`src/rtl/imem_arbiter.sv`:
```
// Two-requester (fetch, loader) arbiter for a single-ported instruction memory.
// One transaction in flight; round-robin on ties; read responses bounded by a timeout.
module imem_arbiter #(
   parameter int unsigned DATA_WIDTH     = 32,
   parameter int unsigned ADDR_WIDTH     = 32,
   parameter int unsigned TIMEOUT_CYCLES = 16
) (
   input  logic                  clk,
   input  logic                  rst,
   input  logic                  f_req_valid,
   output logic                  f_req_ready,
   input  logic [ADDR_WIDTH-1:0] f_req_addr,
   output logic                  f_rsp_valid,
   input  logic                  f_rsp_ready,
   output logic [DATA_WIDTH-1:0] f_rsp_data,
   output logic                  f_rsp_err,
   input  logic                  l_req_valid,
   output logic                  l_req_ready,
   input  logic [ADDR_WIDTH-1:0] l_req_addr,
   input  logic                  l_req_we,
   input  logic [DATA_WIDTH-1:0] l_req_wdata,
   output logic                  l_rsp_valid,
   input  logic                  l_rsp_ready,
   output logic [DATA_WIDTH-1:0] l_rsp_data,
   output logic                  l_rsp_err,
   output logic [ADDR_WIDTH-1:0] mem_addr,
   output logic                  mem_en,
   output logic                  mem_we,
   output logic [DATA_WIDTH-1:0] mem_wdata,
   input  logic [DATA_WIDTH-1:0] mem_rdata,
   input  logic                  mem_rvalid
);

   localparam int unsigned CNT_W = 8;

   typedef enum logic [1:0] {
      S_IDLE  = 2'd0,
      S_ISSUE = 2'd1,
      S_WAIT  = 2'd2,
      S_RESP  = 2'd3
   } state_t;

   state_t                r_state;
   logic                  r_last_l;
   logic                  r_owner_l;
   logic [CNT_W-1:0]      r_cnt;
   logic                  r_mem_en;
   logic                  r_mem_we;
   logic [ADDR_WIDTH-1:0] r_mem_addr;
   logic [DATA_WIDTH-1:0] r_mem_wdata;
   logic                  r_rsp_valid;
   logic [DATA_WIDTH-1:0] r_rsp_data;
   logic                  r_rsp_err;

   logic w_idle;
   logic w_grant_f;
   logic w_grant_l;
   logic w_accept;
   logic w_rsp_ready;
   logic w_timeout;

   // Ties go to whoever was not served last; r_last_l=1 means the loader was.
   assign w_idle      = rst & (r_state == S_IDLE);
   assign w_grant_f   = f_req_valid & (~l_req_valid | r_last_l);
   assign w_grant_l   = l_req_valid & (~f_req_valid | ~r_last_l);
   assign f_req_ready = w_idle & w_grant_f;
   assign l_req_ready = w_idle & w_grant_l;
   assign w_accept    = f_req_ready | l_req_ready;
   assign w_rsp_ready = r_owner_l ? l_rsp_ready : f_rsp_ready;
   assign w_timeout   = (r_cnt == CNT_W'(TIMEOUT_CYCLES - 1));

   assign mem_en    = r_mem_en;
   assign mem_we    = r_mem_we;
   assign mem_addr  = r_mem_addr;
   assign mem_wdata = r_mem_wdata;

   // One shared response register, steered to the owning requester.
   assign f_rsp_valid = r_rsp_valid & ~r_owner_l;
   assign f_rsp_data  = r_owner_l ? '0 : r_rsp_data;
   assign f_rsp_err   = r_rsp_err & ~r_owner_l;
   assign l_rsp_valid = r_rsp_valid & r_owner_l;
   assign l_rsp_data  = r_owner_l ? r_rsp_data : '0;
   assign l_rsp_err   = r_rsp_err & r_owner_l;

   always_ff @(posedge clk or negedge rst) begin
      if (!rst) begin
         r_state     <= S_IDLE;
         r_last_l    <= 1'b1;
         r_owner_l   <= 1'b0;
         r_cnt       <= '0;
         r_mem_en    <= 1'b0;
         r_mem_we    <= 1'b0;
         r_mem_addr  <= '0;
         r_mem_wdata <= '0;
         r_rsp_valid <= 1'b0;
         r_rsp_data  <= '0;
         r_rsp_err   <= 1'b0;
      end else begin
         case (r_state)
            S_IDLE: begin
               if (w_accept) begin
                  r_owner_l   <= l_req_ready;
                  r_mem_addr  <= l_req_ready ? l_req_addr : f_req_addr;
                  r_mem_we    <= l_req_ready & l_req_we;
                  r_mem_wdata <= l_req_ready ? l_req_wdata : '0;
                  r_mem_en    <= 1'b1;
                  r_state     <= S_ISSUE;
               end
            end
            S_ISSUE: begin
               r_mem_en <= 1'b0;
               r_mem_we <= 1'b0;
               r_cnt    <= '0;
               if (r_mem_we) begin
                  r_rsp_valid <= 1'b1;
                  r_rsp_data  <= '0;
                  r_rsp_err   <= 1'b0;
                  r_state     <= S_RESP;
               end else begin
                  r_state <= S_WAIT;
               end
            end
            S_WAIT: begin
               if (mem_rvalid) begin
                  r_rsp_valid <= 1'b1;
                  r_rsp_data  <= mem_rdata;
                  r_rsp_err   <= 1'b0;
                  r_state     <= S_RESP;
               end else if (w_timeout) begin
                  r_rsp_valid <= 1'b1;
                  r_rsp_data  <= '0;
                  r_rsp_err   <= 1'b1;
                  r_state     <= S_RESP;
               end else begin
                  r_cnt <= r_cnt + CNT_W'(1);
               end
            end
            S_RESP: begin
               if (w_rsp_ready) begin
                  r_rsp_valid <= 1'b0;
                  r_rsp_data  <= '0;
                  r_rsp_err   <= 1'b0;
                  r_last_l    <= r_owner_l;
                  r_cnt       <= '0;
                  r_state     <= S_IDLE;
               end
            end
            default: r_state <= S_IDLE;
         endcase
      end
   end

endmodule

```
`config.mk`:
```
export PLATFORM = sky130hd
export DESIGN_NAME = imem_arbiter
export DESIGN_NICKNAME = d
export VERILOG_FILES = /design/src/rtl/imem_arbiter.sv
export SDC_FILE = /design/constraint.sdc
export NUM_CORES = 1
export LEC_CHECK = 0
export BUFFER_PORTS_ARGS = -buffer_cell sky130_fd_sc_hd__clkbuf_2
export CAP_MARGIN = 20
export CORE_ASPECT_RATIO = 0.9
export CORE_MARGIN = 8
export CORE_UTILIZATION = 35
export DETAILED_ROUTE_END_ITERATION = 8
export PLACE_DENSITY_LB_ADDON = 0.08
export SLEW_MARGIN = 0
export SYNTH_ARGS = -nofsm -noshare
export SYNTH_HDL_FRONTEND = slang
export SYNTH_SLANG_ARGS = --single-unit
```
`constraint.sdc`:
```
create_clock -name clk -period 2.6 [get_ports clk]
set_clock_uncertainty 0.15 [all_clocks]
set_input_delay 0.65 -clock clk [delete_from_list [all_inputs] [get_ports clk]]
set_output_delay 0.65 -clock clk [all_outputs]
set_load 0.01 [all_outputs]
```
==> results.ini, run 1 <==
[status]
outcome=complete, no violations

[synth]
synth_area_leaders=dfrtp_1 (52%), mux2_2 (7.1%), mux2i_1 (6.3%)
synth_async_sr_flop_share=1.00
synth_common_cells=dfrtp_1 (111), nand2_1 (45), o21ai_0 (38)
yosysSeqAreaShare=0.521
synth_fa_ha_area_frac=0.0116
yosysMostFrequentCell=dfrtp_1
ys_ff_latch=112
synth_edf_count=0
muxShareOfSynthArea=0.134
syn_area_um2=5390
synth_ff_type=dfrtp_1
avgSynthCellArea_um2=10.9
synth_xor_area_frac=0
synth_cell_types=40
synth_top_family_by_area=simple AND/OR/NAND/NOR gates
synth_area_leader_cell=dfrtp_1
synth_cells=494
yosys.area.top_type_share=0.516
synth_fp_nets=635
yosys.area_share.simple=0.181
synth-compound-area-share=0.117
yosys_warnings=0

[power_and_ir_drop]
p_seq_frac=0.376
p_int_mw=4.78
ir_worst_vdd_uv=550
swShare=0.375
power_mw=7.65
p_per_area_nw_per_um2=1050
comb_power_share=0.441
pwr-share-clk=0.182
p_sw_mw=2.87
leakage_nw=4.17

[clocking]
cts_setup_buffers=0
cts_made_buffers=9
path_clk_slew_ns=0.07
cts.sinks=112
htree_levels=3
clockBufferDepth=2
cts_root_buf=clkbuf_16
cts_tree=built
clock_latency_ns=0.34

[floorplan]
die_h_um=134
die_area_um2=19600
ioPinCount=272
die_x_um=147
start_util=0.354
core_um2=15200
rows=43

[setup_path]
crit_type=reg2out
critPathCaptureType=output pin
critPathLaunchType=flop
arrival_ns=1.68
crit_path_max_fanout=6
timing.rr.end=r_rsp_data[4]
reg2reg_from=r_cnt[0]
cp.required_ns=1.80
reg2regPathDepth=5
rrSetupSlack_ns=0.34

[placed_design]
post_dp_cell_area_um2=6980
dp_hpwl_um=12800
place.gp.congestion=0.730
io_buffers=271

[sta]
rsz0062_at_grt=false
setup_viol=0
hold_slack_ns=0.313
period_minus_slack_ns=2.48
setup_tns_ns=0
finalHoldViolations=0
fmax_mhz=403
drv_slew=0
slew_headroom=0.455
min_period_over_period=0.954
max_slew.worst_pin.slew_ns=0.815

[route]
vias=4629
viasPerCell=4.82
ant_nets=0
drt_iter0_markers=145
wire_per_inst_um=17.1
routed_wirelength_um=16400
dr.pass1.iters=5
route.detailed.drc=0

[global_route]
grt_pass1_wl_um=26400
grt_max_degree=70
gr-total-overflow=0
first_global_vias=4965
grt_antenna_before_repair=1
grt_usage=0.168

[cells_and_area]
finalNetCount=895
synthToLayoutAreaGrowth_pct=35.5
fin_area_um2=7300
layout-drive-gt1-share=0.449
n_antenna_cell=0

[flow_run]
cap_violations=0

[min_path]
min_path_type=in2async

[routing by layer]
layer | global-route usage | up-vias | part of all wire
li1 | - | 2246 | -
met1 | 0.205 | 2167 | 0.43
met2 | 0.265 | 192 | 0.46
met3 | 0.0692 | 22 | 0.091
met4 | 0.0526 | 2 | 0.016
met5 | 0 | - | 0.00085
[worst max path at each step]
stage,slack (ns),depth (start not counted),from,end
2_1_floorplan,0.22,6,r_state[0],l_req_ready
3_3_place_gp,0.32,6,rst,mem_addr[27]
3_5_place_dp,0.27,6,rst,mem_addr[27]
4_1_cts,0.05,5,r_state[0],f_req_ready
5_1_grt,0.005,5,r_state[0],f_req_ready
6_report,0.12,5,r_state[0],f_req_ready
[cell usage in the layout (no fill, tap or decap), drive strengths merged, types with 5 or more instances in the layout]
cell / Yosys / final
and3: 33 / 33
ha: 5 / 5
mux2: 34 / 34
and2: 34 / 34
inv: 8 / 8
a22o: 32 / 32
o21ai: 40 / 40
mux2i: 34 / 34
clkbuf: 27 / 284
dfrtp: 111 / 111
nor2b: 34 / 34
o211ai: 5 / 5
nand2: 45 / 45
nand3: 11 / 11
nor2: 7 / 7
buf: 8 / 13
a21oi: 5 / 5
[critical path, stage by stage, from the launching register on]
cell and delay, ns:
dfrtp_1 0.41, inv_1 0.12, ha_2 0.27, and2_2 0.22, and3_1 0.18, clkbuf_2 0.15
[cell type report]
type                    count  area (um2)
repair buffers            284        1500
clock buffers              14         264
flip-flops and latches    112        2810
clock inverters             2        37.5
well taps                 202         253
inverters                   9        33.8
multi-input cells         338        2410
fillers                  1466        7930
[power groups by stage]
stage / Sequential (mW) / Clock, mW / Combinational (mW)
final: 2.88 / 1.40 / 3.38
after global routing: 2.98 / 1.54 / 3.76
after CTS: 2.88 / 1.45 / 3.46
after detailed placement: 2.89 / 0 / 3.47
after global placement: 2.90 / 0 / 3.38
after floorplan: 2.98 / 0 / 1.96
[flip-flops by register name, summed over array words and instances, names as in the netlist]
register     cells
mem_addr        32
mem_we           1
mem_wdata       32
r_state          2
r_last_l         1
r_cnt            8
r_rsp_data      32
r_rsp_err        1
r_owner_l        1
r_rsp_valid      1
mem_en           1
[cell families after synthesis]
family,Yosys count
AOI/OAI and AO/OA,91
adders and majority gates,5
buffers and inverters,44
DFF,112
muxes,68
and+or+nand+nor,174
[what timing repair did]
item,in CTS,in global routing
resized for setup,1,1
endpoints found under the setup margin,1,2
hold endpoints to repair,6,0
hold buffers,1,0
[metrics by stage]
step            util  setup slack (ns)  instances
6_report       0.479             0.119        961
3_3_place_gp   0.459             0.320        944
4_1_cts        0.479            0.0490        961
2_1_floorplan      -             0.220        494
3_5_place_dp   0.459             0.267        944
5_1_grt        0.479           0.00485        961
No activity file was read; power rests on OpenSTA's default activity.
==> run 2, diff against run 1 <==
clock period = 3.1 ns   (was 2.6 ns; I/O delays follow)
==> run 2 against run 1 <==
Routed wire length rose by 1.0%. Combinational power fell by 19%. First-iteration DRC count rose by 39%. Total power fell by 17%. Sequential power fell by 16%. Utilization fell by 0.37 points. Non-clock buffer count fell by 4. Largest cell class unchanged. Highest routed layer is now met4.
==> results.ini, run 2 (synthesis results as in run 1) <==
[route]
vias=4565  ; was 4629
met1_length_um=7210  ; was 7070 um
dr.pass1.iters=4  ; was 5
ant_nets=0  ; unchanged
wl_met3_um=1430  ; was 1500 um
topRoutingLayerUsed=met4  ; was met5
wire_per_inst_um=17.4  ; was 17.1 um
viasPerCell=4.77  ; was 4.82
drt_iter0_markers=201  ; was 145
routed_wirelength_um=16600  ; was 16400 um
wl_met2_um=7740  ; was 7610 um
route.detailed.drc=0  ; unchanged

[setup_path]
reg2regPathDepth=4  ; was 5
crit_path_max_fanout=6  ; unchanged
critPathLaunchType=flop  ; unchanged
crit_type=reg2out  ; unchanged
path_cells=inv_1 -> ha_1 -> and2_1 -> nand3_2 -> clkinv_1 -> clkbuf_2  ; was inv_1 -> ha_2 -> and2_2 -> and3_1 -> clkbuf_2
arrival_ns=1.76  ; was 1.68 ns
reg2reg_from=r_owner_l  ; was r_cnt[0]
setup.worst_path.start=r_state[0]  ; unchanged
critPathCaptureType=output pin  ; unchanged
cp.required_ns=2.17  ; was 1.80 ns
cp_slowest_cell=dfrtp_1  ; unchanged
timing.rr.end=r_rsp_data[5]  ; was r_rsp_data[4]
slowest_delay_ns=0.41  ; about the same
rrSetupSlack_ns=0.75  ; was 0.34 ns
critPathCapture=l_req_ready  ; was f_req_ready

[clocking]
cts_made_buffers=9  ; unchanged
htree_levels=3  ; unchanged
cts_tree=built  ; unchanged
path_clk_slew_ns=0.07  ; about the same
cts.sinks=112  ; unchanged
cts_resized=0  ; was 1
cts_root_buf=clkbuf_16  ; unchanged
clockBufferDepth=2  ; unchanged
cts_setup_buffers=0  ; unchanged
clock_latency_ns=0.34  ; about the same
cts_hold_buf=0  ; was 1

[placed_design]
post_dp_cell_area_um2=6940  ; was 6980 um2
place.gp.congestion=0.760  ; was 0.730
dp_hpwl_um=12800  ; about the same
place_inst=941  ; was 944
io_buffers=271  ; unchanged

[global_route]
gr-total-overflow=0  ; unchanged
grt_pass1_wl_um=26500  ; was 26400 um
grt_antenna_before_repair=0  ; was 1
grt_usage=0.167  ; was 0.168
grt_max_degree=70  ; unchanged
first_global_vias=4925  ; was 4965

[floorplan]
rows=43  ; unchanged
start_util=0.354  ; unchanged
die_area_um2=19600  ; unchanged
die_h_um=134  ; unchanged
core_um2=15200  ; unchanged
ioPinCount=272  ; unchanged
die_x_um=147  ; unchanged

[cells_and_area]
layout_commonest_cell=clkbuf_2  ; unchanged
final_cells=957  ; was 961
finalNetCount=891  ; was 895
synthToLayoutAreaGrowth_pct=34.5  ; was 35.5%
final_cell_mix=clkbuf_2 (270), dfrtp_1 (110), nand2_1 (45), o21ai_0 (38)  ; unchanged
n_antenna_cell=0  ; unchanged
fin_area_um2=7240  ; was 7300 um2
layout-drive-gt1-share=0.449  ; about the same
finish.utilization=0.476  ; was 0.479

[sta]
period_minus_slack_ns=2.68
finalHoldViolations=0  ; unchanged
max_slew.worst_pin.slew_ns=0.900  ; was 0.815 ns
slew_headroom=0.400  ; was 0.455
min_period_over_period=0.865
fmax_mhz=373
rsz0062_at_grt=false  ; unchanged
hold_slack_ns=0.332  ; was 0.313 ns
setup_tns_ns=0  ; unchanged
drv_slew=0  ; unchanged
setup_viol=0  ; unchanged

[min_path]
min_path_type=reg2reg  ; was in2async
hold_start=mem_addr[30]

[flow_run]
cap_violations=0  ; unchanged

[power_and_ir_drop]
p_per_area_nw_per_um2=880  ; was 1050 nW/um2
leakage_nw=4.16  ; was 4.17 nW
ir_worst_vdd_uv=323  ; was 550 uV

[status]
outcome=complete, no violations  ; unchanged

-- run 2: layer usage --
layer,vias up,GRT usage
met4,0,0.0532
met3,14,0.0610
met1,2124,0.207
met5,-,0
li1,2240,-
met2,187,0.266
-- run 2: final cells by class --
class | instances | area (um2)
Inverter | 9 | 33.8
Tap cell | 202 | 253
Fill cell | 1454 | 7980
Timing Repair Buffer | 280 | 1440
Clock buffer | 11 | 253
Sequential cell | 112 | 2810
Multi-Input combinational cell | 338 | 2400
Clock inverter | 5 | 53.8
-- run 2: critical path, delay by kind of cell, from the launching register on --
family	cells	cell delay [ns]
DFF	1	0.41
and+or+nand+nor	2	0.36
buffers and inverters	3	0.34
adders and majority gates	1	0.29
-- run 2: power breakdown --
group,switching [mW],internal [mW]
logic,1.50,1.24
clock network,0.524,0.670
registers,0.403,2.03
total,2.43,3.94
-- run 2: stage by stage --
stage                     setup WS [ns]  total power [mW]
after floorplan                   0.559              4.14
after global placement            0.609              5.20
after detailed placement          0.539              5.27
after CTS                         0.396              6.49
after global routing              0.295              6.85
final                             0.419              6.38
-- run 2: worst min-delay path by stage --
| stage | endpoint | slack (ns) | cells after the start |
|---|---|---|---|
| final | mem_addr[30] | 0.33 | 2 |
| after global routing | mem_addr[21] | 0.36 | 2 |
| after CTS | mem_addr[16] | 0.34 | 2 |
| after detailed placement | mem_addr[16] | 0.32 | 2 |
| after global placement | mem_addr[6] | 0.31 | 2 |
| after floorplan | mem_addr[0] | 0.33 | 0 |
